<file path="src/rtl/wb_pkg.sv">
// ---------------------------------------------------------------------------
// wb_pkg
// Shared definitions for the two-master Wishbone arbiter:
//   - arbiter FSM state encoding (IDLE / GNT0 / GNT1)
//   - one-hot grant constants as seen on gnt_o
//   - default address/data widths
// No ports (package).
// ---------------------------------------------------------------------------
package wb_pkg;

    localparam int WB_AW_DEF = 32;
    localparam int WB_DW_DEF = 32;

    // State values double as the one-hot grant vector (GNT0 = 01, GNT1 = 10).
    typedef enum logic [1:0] {
        ARB_IDLE = 2'd0,
        ARB_GNT0 = 2'd1,
        ARB_GNT1 = 2'd2
    } arb_state_e;

    localparam logic [1:0] GNT_NONE = 2'b00;
    localparam logic [1:0] GNT_M0   = 2'b01;
    localparam logic [1:0] GNT_M1   = 2'b10;

endpackage

</file>
<file path="src/rtl/wb_arbiter2_if.sv">
// ---------------------------------------------------------------------------
// wb_arbiter2_if
// Classic single-beat Wishbone bus bundle.
//   Request  (master -> slave): cyc, stb, we, adr[AW], sel[DW/8], dat_w[DW]
//   Response (slave -> master): dat_r[DW], ack, err, rty
// Modports:
//   master - the side that issues cycles (drives the request fields)
//   slave  - the side that answers cycles (drives the response fields)
// ---------------------------------------------------------------------------
interface wb_arbiter2_if #(
    parameter int AW = 32,
    parameter int DW = 32
) ();

    logic            cyc;
    logic            stb;
    logic            we;
    logic [AW-1:0]   adr;
    logic [DW/8-1:0] sel;
    logic [DW-1:0]   dat_w;
    logic [DW-1:0]   dat_r;
    logic            ack;
    logic            err;
    logic            rty;

    modport master (
        output cyc, stb, we, adr, sel, dat_w,
        input  dat_r, ack, err, rty
    );

    modport slave (
        input  cyc, stb, we, adr, sel, dat_w,
        output dat_r, ack, err, rty
    );

endinterface

</file>
<file path="src/rtl/wb_arb_watchdog.sv">
// ---------------------------------------------------------------------------
// wb_arb_watchdog
// Stall counter for the arbiter's bus watchdog. The module only exists when
// WB_ARB_TIMEOUT_EN is defined; otherwise this file is empty.
// Ports:
//   clk_i     clock
//   rst_ni    synchronous active-low reset
//   en_i      one stalled cycle (strobe pending, no slave response)
//   clr_i     clear the count (response seen, or arbiter idle)
//   expire_o  high for the single cycle that is the LIMIT-th stalled cycle
// ---------------------------------------------------------------------------
`ifdef WB_ARB_TIMEOUT_EN
module wb_arb_watchdog #(
    parameter int LIMIT = 255
) (
    input  logic clk_i,
    input  logic rst_ni,
    input  logic en_i,
    input  logic clr_i,
    output logic expire_o
);

    localparam int CW = $clog2(LIMIT + 1);
    localparam logic [CW-1:0] LAST_CNT = CW'(LIMIT - 1);

    logic [CW-1:0] cnt_q;
    logic [CW-1:0] cnt_d;

    // The count holds the number of stalls already seen, so the LIMIT-th
    // stall is the one arriving while the count sits at LIMIT-1.
    assign expire_o = en_i && (cnt_q == LAST_CNT);

    always_comb begin
        cnt_d = cnt_q;
        if (clr_i || expire_o) begin
            cnt_d = '0;
        end else if (en_i) begin
            cnt_d = cnt_q + 1'b1;
        end
    end

    always_ff @(posedge clk_i) begin
        if (!rst_ni) begin
            cnt_q <= '0;
        end else begin
            cnt_q <= cnt_d;
        end
    end

endmodule
`endif

</file>
<file path="src/rtl/wb_arbiter2.sv">
// ---------------------------------------------------------------------------
// wb_arbiter2
// Two-master round-robin Wishbone (classic, single-beat) arbiter driving one
// slave-side bus. Master 0 is the CPU, master 1 a secondary master (DMA/debug).
// A grant is held for as long as the granted master keeps cyc high; every
// handover passes through one IDLE cycle.
// Ports:
//   clk_i   clock (rising edge)
//   rst_ni  synchronous active-low reset
//   m0, m1  master-facing buses (requests in, responses out, gated by grant)
//   s       slave-facing bus (muxed request out, responses in)
//   gnt_o   one-hot current grant, 2'b00 when idle
// Configuration:
//   WB_ARB_TIMEOUT_EN - when defined, a stalled strobe lasting TIMEOUT_CYCLES
//   cycles is answered with a one-cycle err to the granted master and the
//   slave strobe is withdrawn for that cycle.
// ---------------------------------------------------------------------------
module wb_arbiter2
    import wb_pkg::*;
#(
    parameter int AW             = WB_AW_DEF,
    parameter int DW             = WB_DW_DEF,
    parameter int TIMEOUT_CYCLES = 255
) (
    input  logic                clk_i,
    input  logic                rst_ni,
    wb_arbiter2_if.slave        m0,
    wb_arbiter2_if.slave        m1,
    wb_arbiter2_if.master       s,
    output logic [1:0]          gnt_o
);

    if (TIMEOUT_CYCLES < 1 || TIMEOUT_CYCLES > 65535) begin : g_bad_timeout
        $error("wb_arbiter2: TIMEOUT_CYCLES must be within 1..65535");
    end

    arb_state_e state_q, state_d;
    logic       last_q, last_d;   // index of the master that won most recently

    logic            cyc_mux;
    logic            stb_mux;
    logic            we_mux;
    logic [AW-1:0]   adr_mux;
    logic [DW/8-1:0] sel_mux;
    logic [DW-1:0]   dat_mux;
    logic            slv_resp;
    logic            wd_expire;

    assign slv_resp = s.ack | s.err | s.rty;

    // ---------------- grant FSM ----------------
    always_ff @(posedge clk_i) begin
        if (!rst_ni) begin
            state_q <= ARB_IDLE;
            last_q  <= 1'b1;          // so master 0 wins the first tie
        end else begin
            state_q <= state_d;
            last_q  <= last_d;
        end
    end

    always_comb begin
        state_d = state_q;
        last_d  = last_q;
        case (state_q)
            ARB_IDLE: begin
                if (m0.cyc && m1.cyc) begin
                    if (last_q) begin
                        state_d = ARB_GNT0;
                        last_d  = 1'b0;
                    end else begin
                        state_d = ARB_GNT1;
                        last_d  = 1'b1;
                    end
                end else if (m0.cyc) begin
                    state_d = ARB_GNT0;
                    last_d  = 1'b0;
                end else if (m1.cyc) begin
                    state_d = ARB_GNT1;
                    last_d  = 1'b1;
                end
            end
            ARB_GNT0: if (!m0.cyc) state_d = ARB_IDLE;
            ARB_GNT1: if (!m1.cyc) state_d = ARB_IDLE;
            default:  state_d = ARB_IDLE;
        endcase
    end

    // ---------------- request mux / response gating ----------------
    always_comb begin
        gnt_o   = GNT_NONE;
        cyc_mux = 1'b0;
        stb_mux = 1'b0;
        we_mux  = 1'b0;
        adr_mux = '0;
        sel_mux = '0;
        dat_mux = '0;
        m0.ack  = 1'b0;
        m0.err  = 1'b0;
        m0.rty  = 1'b0;
        m1.ack  = 1'b0;
        m1.err  = 1'b0;
        m1.rty  = 1'b0;
        case (state_q)
            ARB_GNT0: begin
                gnt_o   = GNT_M0;
                cyc_mux = m0.cyc;
                stb_mux = m0.stb;
                we_mux  = m0.we;
                adr_mux = m0.adr;
                sel_mux = m0.sel;
                dat_mux = m0.dat_w;
                m0.ack  = s.ack;
                m0.err  = s.err | wd_expire;
                m0.rty  = s.rty;
            end
            ARB_GNT1: begin
                gnt_o   = GNT_M1;
                cyc_mux = m1.cyc;
                stb_mux = m1.stb;
                we_mux  = m1.we;
                adr_mux = m1.adr;
                sel_mux = m1.sel;
                dat_mux = m1.dat_w;
                m1.ack  = s.ack;
                m1.err  = s.err | wd_expire;
                m1.rty  = s.rty;
            end
            default: ;
        endcase
    end

    assign s.cyc   = cyc_mux;
    assign s.stb   = stb_mux & ~wd_expire;
    assign s.we    = we_mux;
    assign s.adr   = adr_mux;
    assign s.sel   = sel_mux;
    assign s.dat_w = dat_mux;

    // Read data is not qualified by grant; masters only look at it on ack.
    assign m0.dat_r = s.dat_r;
    assign m1.dat_r = s.dat_r;

    // ---------------- optional watchdog ----------------
`ifdef WB_ARB_TIMEOUT_EN
    logic wd_stall;
    logic wd_clr;

    // Stall uses the un-forced strobe so the expire pulse does not feed back.
    assign wd_stall = cyc_mux & stb_mux & ~slv_resp;
    // Every grant change passes through IDLE, so clearing there covers it.
    assign wd_clr   = (state_q == ARB_IDLE) | slv_resp;

    wb_arb_watchdog #(
        .LIMIT (TIMEOUT_CYCLES)
    ) u_watchdog (
        .clk_i    (clk_i),
        .rst_ni   (rst_ni),
        .en_i     (wd_stall),
        .clr_i    (wd_clr),
        .expire_o (wd_expire)
    );
`else
    logic unused_resp;
    assign unused_resp = slv_resp;
    assign wd_expire   = 1'b0;
`endif

endmodule

</file>
<file path="src/flat_wrapper.sv">
// flat-port wrapper written by rule: the top's interface ports become plain ports
module wb_arbiter2_flat import wb_pkg::*;
#(
    parameter int AW             = WB_AW_DEF,
    parameter int DW             = WB_DW_DEF,
    parameter int TIMEOUT_CYCLES = 255
)
  (clk_i, rst_ni, gnt_o, m0_cyc, m0_stb, m0_we, m0_adr, m0_sel, m0_dat_w, m0_dat_r, m0_ack, m0_err, m0_rty, m1_cyc, m1_stb, m1_we, m1_adr, m1_sel, m1_dat_w, m1_dat_r, m1_ack, m1_err, m1_rty, s_cyc, s_stb, s_we, s_adr, s_sel, s_dat_w, s_dat_r, s_ack, s_err, s_rty);
  wb_arbiter2_if #(.AW(AW), .DW(DW)) m0_i ();
  wb_arbiter2_if #(.AW(AW), .DW(DW)) m1_i ();
  wb_arbiter2_if #(.AW(AW), .DW(DW)) s_i ();
  input  logic clk_i;
  input  logic rst_ni;
  output logic [1:0] gnt_o;
  input wire logic [$bits(m0_i.cyc)-1:0] m0_cyc;
  input wire logic [$bits(m0_i.stb)-1:0] m0_stb;
  input wire logic [$bits(m0_i.we)-1:0] m0_we;
  input wire logic [$bits(m0_i.adr)-1:0] m0_adr;
  input wire logic [$bits(m0_i.sel)-1:0] m0_sel;
  input wire logic [$bits(m0_i.dat_w)-1:0] m0_dat_w;
  output wire logic [$bits(m0_i.dat_r)-1:0] m0_dat_r;
  output wire logic [$bits(m0_i.ack)-1:0] m0_ack;
  output wire logic [$bits(m0_i.err)-1:0] m0_err;
  output wire logic [$bits(m0_i.rty)-1:0] m0_rty;
  input wire logic [$bits(m1_i.cyc)-1:0] m1_cyc;
  input wire logic [$bits(m1_i.stb)-1:0] m1_stb;
  input wire logic [$bits(m1_i.we)-1:0] m1_we;
  input wire logic [$bits(m1_i.adr)-1:0] m1_adr;
  input wire logic [$bits(m1_i.sel)-1:0] m1_sel;
  input wire logic [$bits(m1_i.dat_w)-1:0] m1_dat_w;
  output wire logic [$bits(m1_i.dat_r)-1:0] m1_dat_r;
  output wire logic [$bits(m1_i.ack)-1:0] m1_ack;
  output wire logic [$bits(m1_i.err)-1:0] m1_err;
  output wire logic [$bits(m1_i.rty)-1:0] m1_rty;
  output wire logic [$bits(s_i.cyc)-1:0] s_cyc;
  output wire logic [$bits(s_i.stb)-1:0] s_stb;
  output wire logic [$bits(s_i.we)-1:0] s_we;
  output wire logic [$bits(s_i.adr)-1:0] s_adr;
  output wire logic [$bits(s_i.sel)-1:0] s_sel;
  output wire logic [$bits(s_i.dat_w)-1:0] s_dat_w;
  input wire logic [$bits(s_i.dat_r)-1:0] s_dat_r;
  input wire logic [$bits(s_i.ack)-1:0] s_ack;
  input wire logic [$bits(s_i.err)-1:0] s_err;
  input wire logic [$bits(s_i.rty)-1:0] s_rty;
  assign m0_i.cyc = m0_cyc;
  assign m0_i.stb = m0_stb;
  assign m0_i.we = m0_we;
  assign m0_i.adr = m0_adr;
  assign m0_i.sel = m0_sel;
  assign m0_i.dat_w = m0_dat_w;
  assign m0_dat_r = m0_i.dat_r;
  assign m0_ack = m0_i.ack;
  assign m0_err = m0_i.err;
  assign m0_rty = m0_i.rty;
  assign m1_i.cyc = m1_cyc;
  assign m1_i.stb = m1_stb;
  assign m1_i.we = m1_we;
  assign m1_i.adr = m1_adr;
  assign m1_i.sel = m1_sel;
  assign m1_i.dat_w = m1_dat_w;
  assign m1_dat_r = m1_i.dat_r;
  assign m1_ack = m1_i.ack;
  assign m1_err = m1_i.err;
  assign m1_rty = m1_i.rty;
  assign s_cyc = s_i.cyc;
  assign s_stb = s_i.stb;
  assign s_we = s_i.we;
  assign s_adr = s_i.adr;
  assign s_sel = s_i.sel;
  assign s_dat_w = s_i.dat_w;
  assign s_i.dat_r = s_dat_r;
  assign s_i.ack = s_ack;
  assign s_i.err = s_err;
  assign s_i.rty = s_rty;
  wb_arbiter2 #(.AW(AW), .DW(DW), .TIMEOUT_CYCLES(TIMEOUT_CYCLES)) u_core (.clk_i(clk_i), .rst_ni(rst_ni), .m0(m0_i), .m1(m1_i), .s(s_i), .gnt_o(gnt_o));
endmodule
</file>
<file path="config.mk">
export PLATFORM = sky130hd
export DESIGN_NAME = wb_arbiter2_flat
export DESIGN_NICKNAME = d
export VERILOG_FILES = /design/src/rtl/wb_pkg.sv /design/src/rtl/wb_arbiter2_if.sv /design/src/rtl/wb_arb_watchdog.sv /design/src/rtl/wb_arbiter2.sv /design/src/flat_wrapper.sv
export SDC_FILE = /design/constraint.sdc
export NUM_CORES = 1
export LEC_CHECK = 0
export ABC_AREA = 1
export CORE_AREA = 4 4 123 125
export DETAILED_ROUTE_END_ITERATION = 16
export DIE_AREA = 0 0 127 129
export PLACE_DENSITY = 0.54
export SLEW_MARGIN = 30
export SYNTH_ARGS = -nofsm -noshare
export SYNTH_HDL_FRONTEND = slang
export SYNTH_SLANG_ARGS = --single-unit
</file>
<file path="constraint.sdc">
create_clock -name clk_i -period 1.3 [get_ports clk_i]
set_clock_uncertainty 0.2 [all_clocks]
set_input_delay 0.13 -clock clk_i [delete_from_list [all_inputs] [get_ports clk_i]]
set_output_delay 0.13 -clock clk_i [all_outputs]
set_load 0.01 [all_outputs]
</file>
---- After elaboration in Yosys (flattened, before gate mapping) ----
Index checks and enable logic that the tools add are counted.
word-level totals
  output and inout bits ................... 143
  input bits .............................. 179
  word-level logic and storage cells ...... 36
  flip-flop bits (word level) ............. 3
cells by class
  multiplexer cells ....................... 24
  reduce and logical (&&, ||, !) cells .... 5
  equal/unequal tests ..................... 5
operator list
  kind                                           count
  one-hot mux 32 bit (2 select lines)            2
  2-to-1 mux 2 bit                               6
  2-to-1 mux 1 bit                               10
  one-hot mux 4 bit (2 select lines)             1
  one-hot mux 1 bit (2 select lines)             3
  one-hot mux 2 bit (3 select lines)             1
  != test 2 bit, second input constant           2
  != test 4 x 3 -> 1 bit, second input constant  1
  one-hot mux 2 bit (2 select lines)             1
  AND reduction 3 bit                            1
  nonzero test 3 bit                             1
  == test 2 x 1 -> 1 bit, second input constant  1
  == test 2 bit, second input constant           1
  zero test 2 bit                                1
  AND reduction 2 bit                            1
  logical AND 1 bit                              1

---- Longest topological paths before layout ----
Gate-level depths: netlist of run 1.
  depth in word-level cells ............... 4
  depth in mapped cells ................... 8
  gate-level depth less buffers ........... 8

---- Worst setup path before layout of run 1 ----
OpenSTA, ideal clock, no wires.
  kind .................................... reg2out
  from .................................... reg u_core.state_q[0]
  to ...................................... out s_adr[31]
  data required time ...................... 0.970 ns
  cell stages (with the launch flop) ...... 6
  data arrival time ....................... 1.195 ns
  path buffers ............................ 1
  setup slack ............................. -0.225 ns
  cells stage by stage .................... dfxtp_1 inv_1 ha_1 inv_2 clkbuf_1 a21oi_1
on the way
  word-level cells in the longest chain between the ends .. 2
  elaborated cells on any way between the ends .. 3
  classes of those cells .................. eq/ne (2); mux (1)
ends and longest elaborated chain
  item                                                            line                source
  start: declaration                                              wb_arbiter2.sv:37   arb_state_e state_q, state_d;
  start signal: assignment                                        wb_arbiter2.sv:57   state_q <= state_d;
  == test 2 bit / == test 2 x 1 -> 1 bit (equally long branches)  wb_arbiter2.sv:104  case (state_q)
  one-hot mux 32 bit (2 select lines) (*)                         wb_arbiter2.sv:104
  end: declaration                                                flat_wrapper.sv:38  output wire logic [$bits(s_i.adr)-1:0] s_adr;
Mark *: on every way between the ends. The rest lies on a longest branch, timed or not.

---- Worst setup path in the final report of run 1 ----
  from .................................... reg u_core.state_q[1]
  to ...................................... out s_dat_w[7]
on the way
  word-level cells in the longest chain between the ends .. 2
  elaborated cells on any way between the ends .. 3
  classes of those cells .................. eq/ne (2); mux (1)
ends and longest elaborated chain
  item                                                            line                source
  == test 2 bit / == test 2 x 1 -> 1 bit (equally long branches)  wb_arbiter2.sv:104
  one-hot mux 32 bit (2 select lines) (*)                         wb_arbiter2.sv:104
  end: declaration                                                flat_wrapper.sv:40  output wire logic [$bits(s_i.dat_w)-1:0] s_dat_w;
Marked as above.

==> summary.md, run 1 <==
| Metric | Value |
|---|---|
| Core Area | 0.0139 mm² |
| CP dominant cell by count | buf_12 |
| Initial antenna violation count | 0 |
| Hold buffers post-CTS | 0 |
| Mapped cell area | 0.00194 mm² |
| Setup ws final | -0.599 ns |
| Worst flop-to-flop path endpoint | u_core.state_q[1] |
| Initial Util | 0.140 |
| DRT antenna net count | 0 |
| Area grow syn2layout | 179% |
| Final setup violation count | 81 |
| Clk sinks | 3 |
| Die H | 129 µm |
| Die X | 127 µm |
| Number of flops mapped to enable cells by yosys | 0 |
| Core Util, Final | 0.390 |
| Post-DP HPWL | 7.87 mm |
| DR vias/cell | 4.07 |
| Status | finished, violations left |
| Pwr Density | 672 mW/mm² |
| Hold Crit Start | s_dat_r[10] |
| Number of global-route vias before repair | 3,234 |
| DRT iter0 DRCs | 50 |
| Syn. warnings | 0 |
| Synth Flop Type | dfxtp_1 |
| Post-synth top area share | 0.300 |
| Hold Crit Class | primary input to output pin |
| Startpoint types | register |
| Wire length per cell | 16.4 µm |
| Remaining Overflow, GRT | 0 |
| R2R depth | 11 |
| Worst slew margin | 0.880 |
| 1st-pass router iterations | 4 |
| Worst skew pair latency | 0.23 ns |
| CTS Buf Count | 3 |
| Ys async rst share | 0 |
| RR Startpoint | u_core.state_q[1] |
| Failing checks | setup timing |
| Seq/Total Area, Yosys | 0.0309 |
| Setup TNS | -41.78 ns |
| DIE AREA | 0.0164 mm² |
| Hold Crit Endpoint | m0_dat_r[10] |
| Max-cap check violation count | 0 |
| M1 GR Usage | 0.134 |
| Fraction of layout instances using a drive strength above 1 | 0.613 |
| Hold Fails Final Rpt | 0 |
| Tcrit/Tclk final | 1.46 |
| I/O pins | 322 |
| Input/output buffers | 225 |
| Top post-synthesis cells by count | nand2_1, buf_4, a21oi_1, a21oi_2, buf_6 |
| Transition time at the pin with the least slew margin | 0.179 ns |
| Setup CP Type | register to output pin |
| Routed WL | 12.1 mm |
| First-pass GRT wire length | 16.6 mm |
| Post-Syn Instances | 344 |
| Most frequent cell after synthesis | nand2_1 |
| Residual DRC count | 0 |
| Synth cell types | 16 |
| CTS H-Tree Depth | 1 |
| Req. time, crit path | 0.97 ns |
| Final Net Count | 743 |
| Placer Congestion | 0.870 |
| Crit-path max cell delay | 0.36 ns |
| CP Cell Sequence | buf_6 -> ha_4 -> buf_12 -> buf_12 -> buf_4 -> nand2_1 -> a21oi_2 -> buf_2 |
| Vias | 3,003 |
| Post-Syn Nets | 528 |
| Pleak | 2.25 nW |
| Crit-path slowest cell | dfxtp_4 |
| Internal reg-to-reg setup slack | -0.42 ns |
| Top area cells in the synthesized netlist | nand2_1, buf_4, a21oi_1 |
| CTS Buffer Depth | 2 |
| Number of fill cells in the layout | 1,451 |
| Power, Total | 0.00363 W |
| N_diodes | 0 |
| Maximum vdd drop | 0.347 mV |
| GR Util All Layers | 0.125 |
| Largest net degree at the start of global routing | 35 |
| Arr. time, crit path | 1.57 ns |
| Post-synth top area cell | nand2_1 |
| Clock tree root buffer cell | clkbuf_16 |
| Hold depth | 0 |
| Yosys reg bits | 3 |
| Post-layout min period | 1.90 ns |
| GR Util met2 | 0.235 |
| Gr busiest metal | met2 |
| Fmax | 527 MHz |
| CP endpoint kind | output pin |
| Reg clk slew, reported paths | 0.03 ns |
| Max-slew violations | 0 |
| WP buf/inv | 5 |
| Syn Area/Cell | 5.64 µm² |
| Pre-CTS WS | -0.721 ns |
| Worst-path maximum fanout | 6 |
| Final Instance Area | 0.00541 mm² |
| RSZ-0062 raised after global routing | true |
| CP top delay family | buffers and inverters |
| Site Rows | 43 |
| Grt met3 use | 0.0469 |
| Post-DP Area | 0.00442 mm² |
| TritonCTS clock tree | done |
[cell usage in the layout (no fill, tap or decap)]
cell / count
clkdlybuf4s50_1: 146
buf_16: 8
nand3_2: 1
inv_2: 6
buf_12: 15
buf_4: 24
inv_1: 5
buf_2: 54
dfxtp_1: 1
nand2_2: 66
inv_4: 2
nand3_1: 1
clkbuf_1: 1
nand2_1: 57
a21oi_2: 54
ha_1: 1
a21oi_4: 17
a21oi_1: 3
ha_4: 4
nor2_2: 2
o21ai_0: 1
nor2_4: 1
clkbuf_16: 6
nand2_4: 32
buf_8: 7
buf_6: 40
inv_8: 1
dfxtp_4: 2
[cell type report]
cell class / count / area [µm²] / area share
flip-flops and latches: 3 / 67.6 / 0.0125
well taps: 180 / 225 / 0.0416
multi-input cells: 240 / 1910 / 0.353
clock buffers: 4 / 78.8 / 0.0146
repair buffers: 297 / 3060 / 0.566
inverters: 14 / 65.1 / 0.0120
[worst reg2reg max path: cells and delay by family (launching register included)]
family | cells | cell delay [ns]
buf+inv | 5 | 0.60
flops | 1 | 0.35
simple gates | 4 | 0.23
fa+ha+maj | 1 | 0.17
compound gates | 1 | 0.05
[power breakdown]
| group | leakage, nW | internal (W) | switching [W] |
|---|---|---|---|
| logic | 2.18 | 0.00164 | 0.00138 |
| clock network | 0.0382 | 0.000405 | 0.0000874 |
| registers | 0.0262 | 0.000107 | 0.0000142 |
[flip-flops by register name, summed over array words and instances, names as in the netlist]
name / count
u_core.last_q: 1
u_core.state_q: 2
[metrics by stage]
stage	instances	hold WS (ns)
floorplan	344	0.0713
global placement	683	0.0601
detailed placement	683	0.0601
CTS	724	0.0601
global route	738	0.0600
finish	738	0.0600
[routing by layer]
layer	wire (µm)	vias up	part of all wire
li1	-	1452	-
met1	4340	1349	0.36
met2	6280	179	0.52
met3	1240	23	0.10
met4	204	0	0.017
met5	0	-	0
[timing repair]
action                     4_1_cts  5_1_grt
setup endpoints to repair       81       82
resized for setup              378      126
buffers inserted                30       12
pin swaps                        9       38
cloned                           8        6
[cells by family (layout without fill, tap and decap cells)]
logic type / after synthesis / after routing / synth area share
AND/OR/NAND/NOR: 160 / 160 / 0.312
AO/OA/AOI/OAI: 75 / 75 / 0.238
flip-flops: 3 / 3 / 0.0309
buffers and inverters: 101 / 315 / 0.387
adder cells (fa/ha/maj): 5 / 5 / 0.0322
[worst max-delay path by stage]
| stage | from | to | slack, ns | depth (start not counted) |
|---|---|---|---|---|
| 2_1_floorplan | u_core.state_q[1] | s_adr[31] | -0.08 | 5 |
| 3_3_place_gp | u_core.state_q[0] | s_dat_w[5] | -0.70 | 6 |
| 3_5_place_dp | u_core.state_q[0] | s_dat_w[5] | -0.72 | 6 |
| 4_1_cts | u_core.state_q[0] | s_adr[24] | -0.63 | 7 |
| 5_1_grt | u_core.state_q[1] | s_dat_w[11] | -0.65 | 8 |
| 6_report | u_core.state_q[1] | s_dat_w[7] | -0.60 | 8 |
Note: power is estimated with default switching activity, not from simulation.
==> run 2, diff against run 1 <==
--- a/config.mk
+++ b/config.mk
@@ -6,10 +6,12 @@
 export NUM_CORES = 1
 export LEC_CHECK = 0
 export ABC_AREA = 1
-export CORE_AREA = 4 4 123 125
+export CAP_MARGIN = 20
+export CORE_AREA = 2 2 125 127
 export DETAILED_ROUTE_END_ITERATION = 16
 export DIE_AREA = 0 0 127 129
-export PLACE_DENSITY = 0.54
+export GPL_ROUTABILITY_DRIVEN = 0
+export PLACE_DENSITY = 0.51
 export SLEW_MARGIN = 30
 export SYNTH_ARGS = -nofsm -noshare
 export SYNTH_HDL_FRONTEND = slang
==> summary.md, run 2 (synthesis results as in run 1) <==
| Metric | Value |
|---|---|
| Status | finished, violations left |
| Failing checks | setup timing |
| Commonest cells after routing, fill and taps aside | clkdlybuf4s50_1, buf_2, nand2_1 |
| Initial antenna violation count | 1 (+1) |
| Pre-CTS WS | -0.701 ns (+0.0201 ns) |
| Sequential fraction of design power | 0.034 (about the same) |
| Post-DP HPWL | 7.35 mm (-6.6%) |
| Area grow syn2layout | 175% |
| DRT antenna net count | 0 (unchanged) |
| Clock tree root buffer cell | clkbuf_16 |
| Die X | 127 µm (unchanged) |
| Worst skew pair latency | 0.22 ns (about the same) |
| CP dominant cell by count | buf_12 |
| Largest regs | u_core.state_q: 2 flops, u_core.last_q: 1 flops |
| Pleak | 2.27 nW (+0.98%) |
| Psw | 0.00146 W (-1.8%) |
| Hold Fails Final Rpt | 0 (unchanged) |
| Core Area | 0.0150 mm² (+7.9%) |
| N_diodes | 0 (unchanged) |
| Setup ws final | -0.543 ns (+0.0559 ns) |
| Tcrit/Tclk final | 1.42 (-0.0430) |
| DIE AREA | 0.0164 mm² (unchanged) |
| WP buf/inv | 4 (-1) |
| Site Rows | 45 (+4.7%) |
| Largest net degree at the start of global routing | 20 (-43%) |
| Worst setup path startpoint | u_core.state_q[1] |
| DR vias/cell | 4.02 (-1.2%) |
| Max reg flops | 2 (unchanged) |
| Max-slew violations | 0 (unchanged) |
| Transition time at the pin with the least slew margin | 0.170 ns (-0.00883 ns) |
| Residual DRC count | 0 (unchanged) |
| CP endpoint kind | output pin |
| Worst slew margin | 0.887 (+0.00626) |
| RR Startpoint | u_core.state_q[1] |
| Fraction of layout instances using a drive strength above 1 | 0.600 (-0.0133) |
| RSZ-0062 raised after global routing | true |
| Most common cell after layout, fill and taps aside | clkdlybuf4s50_1 |
| Setup CP Type | register to output pin |
| GR Util All Layers | 0.122 (-0.00255) |
| Hold buffers post-CTS | 0 (unchanged) |
| CTS Buffer Depth | 2 (unchanged) |
| Worst-path maximum fanout | 6 (unchanged) |
| Die H | 129 µm (unchanged) |
| Sw Ratio | 0.414 (+0.00538) |
| Worst flop-to-flop path endpoint | u_core.state_q[0] |
| Crit-path max cell delay | 0.36 ns (about the same) |
| Req. time, crit path | 0.97 ns (about the same) |
| DRT iter0 DRCs | 47 (-6.0%) |
| Initial Util | 0.130 (-0.0102) |
| Input/output buffers | 225 (unchanged) |
| Fmax | 543 MHz (+3.0%) |
| TritonCTS clock tree | done |
| CP Cell Sequence | buf_12 -> ha_4 -> buf_8 -> buf_12 -> nand2_1 -> a21oi_2 -> buf_2 |
| Largest Register | u_core.state_q |
| Number of global-route vias before repair | 3,123 (-3.4%) |
| CP top delay family | buffers and inverters |
| Post-layout min period | 1.84 ns (-0.0559 ns) |
| Critical Path End | s_dat_w[11] |
| Arr. time, crit path | 1.51 ns (-0.06 ns) |
| Routed WL | 11.1 mm (-8.0%) |
| R2R depth | 11 (unchanged) |
| Clk sinks | 3 (unchanged) |
| Combinational fraction of design power | 0.828 (-0.003) |
| Final setup violation count | 81 (unchanged) |
| CTS H-Tree Depth | 1 (unchanged) |
| I/O pins | 322 (unchanged) |
| Max-cap check violation count | 0 (unchanged) |
| Maximum vdd drop | 0.452 mV (+30%) |
| Power, Total | 0.00352 W (-3.1%) |
| Remaining Overflow, GRT | 0 (unchanged) |
| CTS Buf Count | 3 (unchanged) |
| Internal reg-to-reg setup slack | -0.40 ns (+0.02 ns) |
| Reg clk slew, reported paths | 0.03 ns (about the same) |
| Startpoint types | register |
| Crit-path slowest cell | dfxtp_4 |
| Hold Crit Class | primary input to output pin |
| Final Net Count | 727 (-2.2%) |
| CP Depth | 7 (-1) |
| Wire length per cell | 15.2 µm (-7.0%) |
| Pwr Density | 660 mW/mm² (-1.7%) |
| 1st-pass router iterations | 3 (-1) |
| First-pass GRT wire length | 15.9 mm (-3.8%) |
| Int Power | 0.00206 W (-4.0%) |
| Clk pwr share | 0.138 (+0.002) |
| Vias | 2,936 (-2.2%) |
[run 2: how the worst min path moves through the flow]
| stage | start | endpoint | slack (ns) | depth (start not counted) |
|---|---|---|---|---|
| after floorplan | rst_ni | u_core.state_q[0] | 0.07 | 2 |
| after global placement | s_dat_r[12] | m0_dat_r[12] | 0.06 | 0 |
| after detailed placement | s_dat_r[12] | m0_dat_r[12] | 0.06 | 0 |
| after CTS | s_dat_r[12] | m0_dat_r[12] | 0.06 | 0 |
| after global routing | s_dat_r[31] | m1_dat_r[31] | 0.06 | 0 |
| final | s_dat_r[10] | m0_dat_r[10] | 0.06 | 0 |
[run 2: timing repair]
item,in CTS,in global routing
pin swaps,7,38
setup buffers,22,6
resized for setup,405,88
cloned,13,3
endpoints found under the setup margin,81,81
[run 2: per-layer routing]
metal,global-route usage,wire (µm)
met1,0.128,4100
met2,0.242,5810
met3,0.0358,1090
met4,0.0213,99
met5,0,11
[run 2: power groups by stage]
| stage | clock (W) | sequential (W) | combinational, W |
|---|---|---|---|
| final | 0.000484 | 0.000121 | 0.00291 |
| after global routing | 0.000503 | 0.000123 | 0.00311 |
| after CTS | 0.000490 | 0.000121 | 0.00278 |
| after detailed placement | 0 | 0.000124 | 0.00213 |
| after global placement | 0 | 0.000123 | 0.00212 |
| after floorplan | 0 | 0.000122 | 0.00137 |
[run 2: per-stage QoR]
step | cell area [µm²] | instances | util | hold slack (ns) | setup TNS, ns
3_5_place_dp | 4420 | 688 | 0.295 | 0.0601 | -49.69
6_report | 5330 | 730 | 0.356 | 0.0600 | -38.67
3_3_place_gp | 4420 | 688 | 0.295 | 0.0601 | -48.31
5_1_grt | 5330 | 730 | 0.356 | 0.0600 | -43.19
2_1_floorplan | 2460 | 344 | - | 0.0713 | -5.28
4_1_cts | 4990 | 726 | 0.333 | 0.0601 | -40.18
[run 2: layout make-up]
cell class	count	area, µm²
fill	1557	9650
timing repair buffer	281	2900
multi-input combinational	240	1990
tap	188	235
clock buffer	4	78.8
sequential	3	67.6
inverter	14	65.1
==> variant 1: new RTL, settings of run 2 <==
The option `WB_ARB_TIMEOUT_EN` is turned on by a define.
--- a/src/rtl/wb_arb_watchdog.sv
+++ b/src/rtl/wb_arb_watchdog.sv
@@ -10,4 +10,6 @@
 //   expire_o  high for the single cycle that is the LIMIT-th stalled cycle
 // ---------------------------------------------------------------------------
+`define WB_ARB_TIMEOUT_EN
+
 `ifdef WB_ARB_TIMEOUT_EN
 module wb_arb_watchdog #(
Check against the original RTL: no difference found for any inputs over 10 cycles, from zero or initial values and one cycle with rst_ni low; that may be too few to reach the edited logic, so the function may still have changed.
==> variant 1 against run 2 <==
  * The flow still finishes with violations (negative setup slack)
  * Via count grew 24%
  * Core utilization rose by 8.5 points
  * First-iteration DRC count up 89%
  * Cell area up 24%
  * Largest cell class unchanged
  * Wire length increased by 28%
  * Die area unchanged
  * Sequential cell count rose by 8
  * Clock power grew 19%
  * Synthesized area grew 18%
  * Setup slack got worse by 0.15 ns
  * Synthesized cell count grew 23%
  * Total power rose by 27%
==> variant 1: results (changes against run 2) <==
stage	metric	value	unit	change
min_path	WHS Endpoint	m0_dat_r[14]		
global_routing	GR Util met1	18.6	%	+5.7 points
final_layout	Post-layout nets	865		+19%
synthesis	sequential area share after synthesis	9.61	%	+6.5 points
clock_network	setup bufs post-CTS	42		+91%
synthesis	Synth cell types	24		+8
global_routing	GRT met3 Usage	2.91	%	-0.67 points
route	via count	3648		+24%
synthesis	top cells by count, synth	nand2_1, a21oi_1, buf_4, inv_1, buf_2		
final_layout	Top Registers	u_core.u_watchdog.cnt_q x8, u_core.state_q x2, u_core.last_q x1		
power	P_leak	2.63	nW	+16%
final_layout	Plain + repair buffers	337		+20%
worst_setup_path	reg-to-reg endpoint	u_core.u_watchdog.cnt_q[2]		
sta	worst slew pin tran	0.274	ns	+0.104 ns
worst_setup_path	WP data arrival	1.66	ns	+0.15 ns
route	Top Layer Used	met4		
global_routing	first-pass GRT wire length	19.7	mm	+24%
route	Initial DRC Count	89		+89%
final_layout	#MultiIn Comb	306		+28%
final_layout	fin area	6600	um2	+24%
place	Place WS	-0.804	ns	-0.103 ns
route	met3 wire length	971	um	-11%
sta	setup TNS	-52.67	ns	-14.00 ns
synthesis	post-synthesis adder-cell area fraction	3.82	%	+0.60 points
place	hpwl dp	9.32	mm	+27%
worst_setup_path	R2R Path Start	u_core.state_q[1]		
place	placed inst area	5190	um2	+17%
power	Comb. pwr	0.00354	W	+22%
place	Inst Count DP	793		+15%
final_layout	clk tree area frac	1.20	%	-0.28 points
status	status	complete, but fails checks		
global_routing	met2 usage	27.5	%	+3.3 points
sta	Finish-stage setup viols	89		+9.9%
final_layout	NonClk Buf Share	54.0	%	-0.34 points
synthesis	synth top area cells	nand2_1, buf_4, a21oi_1		
route	met2 WL	7.25	mm	+25%
sta	final worst slack	-0.695	ns	-0.152 ns
synthesis	XOR/XNOR Fraction of Synth Area	0.764	%	+0.76 points
worst_setup_path	R2R depth	12		+1
final_layout	Multi-input gate area	2390	um2	+20%
global_routing	initial antenna violation count	0		-1
clock_network	cts repair resizes	440		+8.6%
power	clock share of power	12.9	%	-0.9 points
min_path	Hold Crit Start	s_dat_r[14]		
final_layout	Storage cell area	228	um2	+240%
sta	worst hold margin	0.0600	ns	+0.000000700 ns
worst_setup_path	R2R setup slack	-0.58	ns	-0.18 ns
power	Net Sw Frac	39.2	%	-2.2 points
global_routing	pin count of the biggest net entering global routing	29		+45%
status	failing checks	negative setup slack		
final_layout	share of cells above drive strength 1	54.9	%	-5.1 points
power	Internal Power	0.00272	W	+32%
route	WL/cell	16.4	um	+7.7%
synthesis	post-synth net total	609		+15%
clock_network	Clock transition at path regs	0.05	ns	+0.02 ns
synthesis	main combinational cell family by area after synthesis	simple AND/OR/NAND/NOR gates		
synthesis	Yosys reg bits	11		+8
final_layout	Fillers	1462		-6.1%
## variant 1: how the worst max path moves through the flow
stage / to / slack (ns) / startpoint / depth (start not counted)
6_report: s_dat_w[19] / -0.69 / u_core.state_q[1] / 9
5_1_grt: m1_err / -0.77 / u_core.state_q[0] / 10
4_1_cts: m1_err / -0.68 / u_core.state_q[1] / 11
3_5_place_dp: s_dat_w[18] / -0.80 / u_core.state_q[1] / 6
3_3_place_gp: s_dat_w[13] / -0.80 / u_core.state_q[1] / 6
2_1_floorplan: m0_err / -0.24 / u_core.state_q[0] / 9
## variant 1: kinds of logic (layout without fill, tap and decap cells)
| group | after synthesis | after routing |
|---|---|---|
| AO/OA/AOI/OAI | 85 | 85 |
| XOR/XNOR | 2 | 2 |
| adder cells (fa/ha/maj) | 7 | 7 |
| buffers and inverters | 106 | 361 |
| flip-flops | 11 | 11 |
| AND/OR/NAND/NOR | 212 | 212 |
==> variant 2: new RTL, flow settings as in run 2 <==
Made on the original files. The 3 states of `arb_state_e` get a one-hot encoding in 3 bits.
--- a/src/rtl/wb_pkg.sv
+++ b/src/rtl/wb_pkg.sv
@@ -13,8 +13,8 @@
 
     // State values double as the one-hot grant vector (GNT0 = 01, GNT1 = 10).
-    typedef enum logic [1:0] {
-        ARB_IDLE = 2'd0,
-        ARB_GNT0 = 2'd1,
-        ARB_GNT1 = 2'd2
+    typedef enum logic [2:0] {
+        ARB_IDLE = 3'b001,
+        ARB_GNT0 = 3'b010,
+        ARB_GNT1 = 3'b100
     } arb_state_e;
 
Check against the original RTL: same outputs for any inputs over 10 cycles, from zero or initial values and one cycle with rst_ni low; not proved beyond that.
==> variant 2 against run 2 <==
  * The flow still finishes with violations (negative setup slack)
  * Final cell count shrank 1.8%
  * Sequential share of layout area grew 0.83 points
  * Sequential cell count grew 1
  * First-iteration DRC count grew 70%
  * Cell area shrank 18%
  * Setup slack gained 0.053 ns
  * Core utilization shrank 6.5 points
  * Wire length shrank 4.6%
  * Synthesized area shrank 12%
  * Synthesized cell count shrank 3.5%
Power is not compared: it rests on default switching activity, and its combinational part moved more than twofold at a synthesized area within 25%.
==> variant 2: results (changes against run 2) <==
stage	metric	value	unit	change
status	status	complete, but fails checks		
status	failing checks	negative setup slack		
route	Initial DRC Count	80		+70%
place	Port Buffers	225		unchanged
final_layout	Fillers	1645		+5.7%
route	drt first pass iters	4		+1
sta	setup TNS	-30.08	ns	+8.59 ns
min_path	Hold Path Class	in -> out		
synthesis	Syn Inst Count	332		-3.5%
global_routing	number of global-route vias before repair	2599		-17%
clock_network	CTS Buf Count	3		unchanged
place	Inst Count DP	680		-1.2%
final_layout	ANT cells	0		unchanged
sta	Finish-stage setup viols	83		+2.5%
route	DR vias/cell	3.70		-8.0%
clock_network	CTS max path bufs	2		unchanged
synthesis	ys async rst share	0	%	unchanged
synthesis	top cells by count, synth	nand2_1, buf_4, buf_6, nand2_2, inv_1		
worst_setup_path	WP data arrival	1.46	ns	-0.05 ns
worst_setup_path	CP Max Fanout	5		-1
global_routing	GRT Resource Usage Total	11.3	%	-0.93 points
global_routing	pin count of the biggest net entering global routing	18		-10%
clock_network	root buf cell	clkbuf_16		
final_layout	Finished Layout Cells	717		-1.8%
synthesis	sequential area share after synthesis	4.67	%	+1.6 points
sta	final worst slack	-0.491	ns	+0.0525 ns
synthesis	post-synth net total	511		-3.2%
global_routing	initial antenna violation count	0		-1
route	WL/cell	14.8	um	-2.9%
sta	worst slew pin tran	0.157	ns	-0.0126 ns
final_layout	share of cells above drive strength 1	38.4	%	-22 points
global_routing	first-pass GRT wire length	14.3	mm	-10%
place	hpwl dp	6.51	mm	-11%
synthesis	Post-synth EDFFs	0		unchanged
synthesis	synth top area cells	nand2_1, buf_4, buf_6		
final_layout	Top Registers	u_core.state_q x3, u_core.last_q x1		
synthesis	Synth cell types	15		-1
power	P_leak	2.28	nW	
final_layout	post-layout util	29.0	%	-6.5 points
final_layout	Post-layout nets	710		-2.3%
place	placed inst area	3710	um2	-16%
variant 2: cell count changes after synthesis, sizes merged, moves of 2 or more:
cell   delta
nand3     +7
nand2    +63
ha        -5
inv       -2
buf       -8
nor2      +5
a21oi    -72
variant 2: worst paths after layout:
check | startpoint | to | slack [ns] | depth (start not counted)
setup / recovery | u_core.state_q[1] | s_adr[17] | -0.49 | 9
hold / removal | s_dat_r[28] | m1_dat_r[28] | 0.06 | 0
setup reg to reg | u_core.state_q[0] | u_core.state_q[0] | -0.14 | 8
hold reg to reg | u_core.last_q | u_core.last_q | 0.26 | 2
variant 2: repair_timing:
| action | CTS | global route |
|---|---|---|
| pin swaps | 17 | 18 |
| setup buffers | 22 | 4 |
| setup endpoints to repair | 82 | 83 |
| gates resized for setup | 390 | 53 |
| gates cloned | 11 | 3 |
variant 2: logic make-up (layout without fill, tap and decap cells):
family	after synthesis	in the layout	synth area share [%]
simple gates	236	236	54.4
buf+inv	90	287	40.3
flops	4	4	4.68
compound gates	2	2	0.584
variant 2: where the power goes:
part	internal (W)	switching [W]	leakage [nW]
Sequential	0.000146	0.0000224	0.0346
Combinational	0.000815	0.000508	2.21
Clock	0.000394	0.0000938	0.0370
Total	0.00135	0.000624	2.28
variant 2: final cells by class:
type | count | share of cell area (%)
timing repair buffer | 272 | 62.2
tap | 188 | 5.41
multi-input combinational | 238 | 27.1
clock buffer | 3 | 1.73
sequential | 4 | 2.10
inverter | 12 | 1.38
variant 2: layer usage:
metal / routed length, um / track usage (%) / up-vias
met1: 4180 / 13.9 / 1139
met2: 5150 / 19.5 / 173
met5: 0 / 0 / -
li1: - / - / 1329
met4: 85 / 2.00 / 0
met3: 1190 / 3.74 / 13
variant 2: critical path, cell delays in order, from the launching register on:
cell and delay [ns]:
dfxtp_4 0.37, nor2_4 0.04, nand2_2 0.08, clkinv_4 0.10
buf_12 0.16, buf_16 0.14, buf_12 0.12, nand2_2 0.04
nand2_1 0.04, buf_2 0.13
variant 2: stage by stage:
step,power [W],setup WS (ns)
floorplan,0.000668,0.0253
global placement,0.00119,-0.587
detailed placement,0.00120,-0.625
CTS,0.00188,-0.531
global route,0.00208,-0.551
finish,0.00198,-0.491
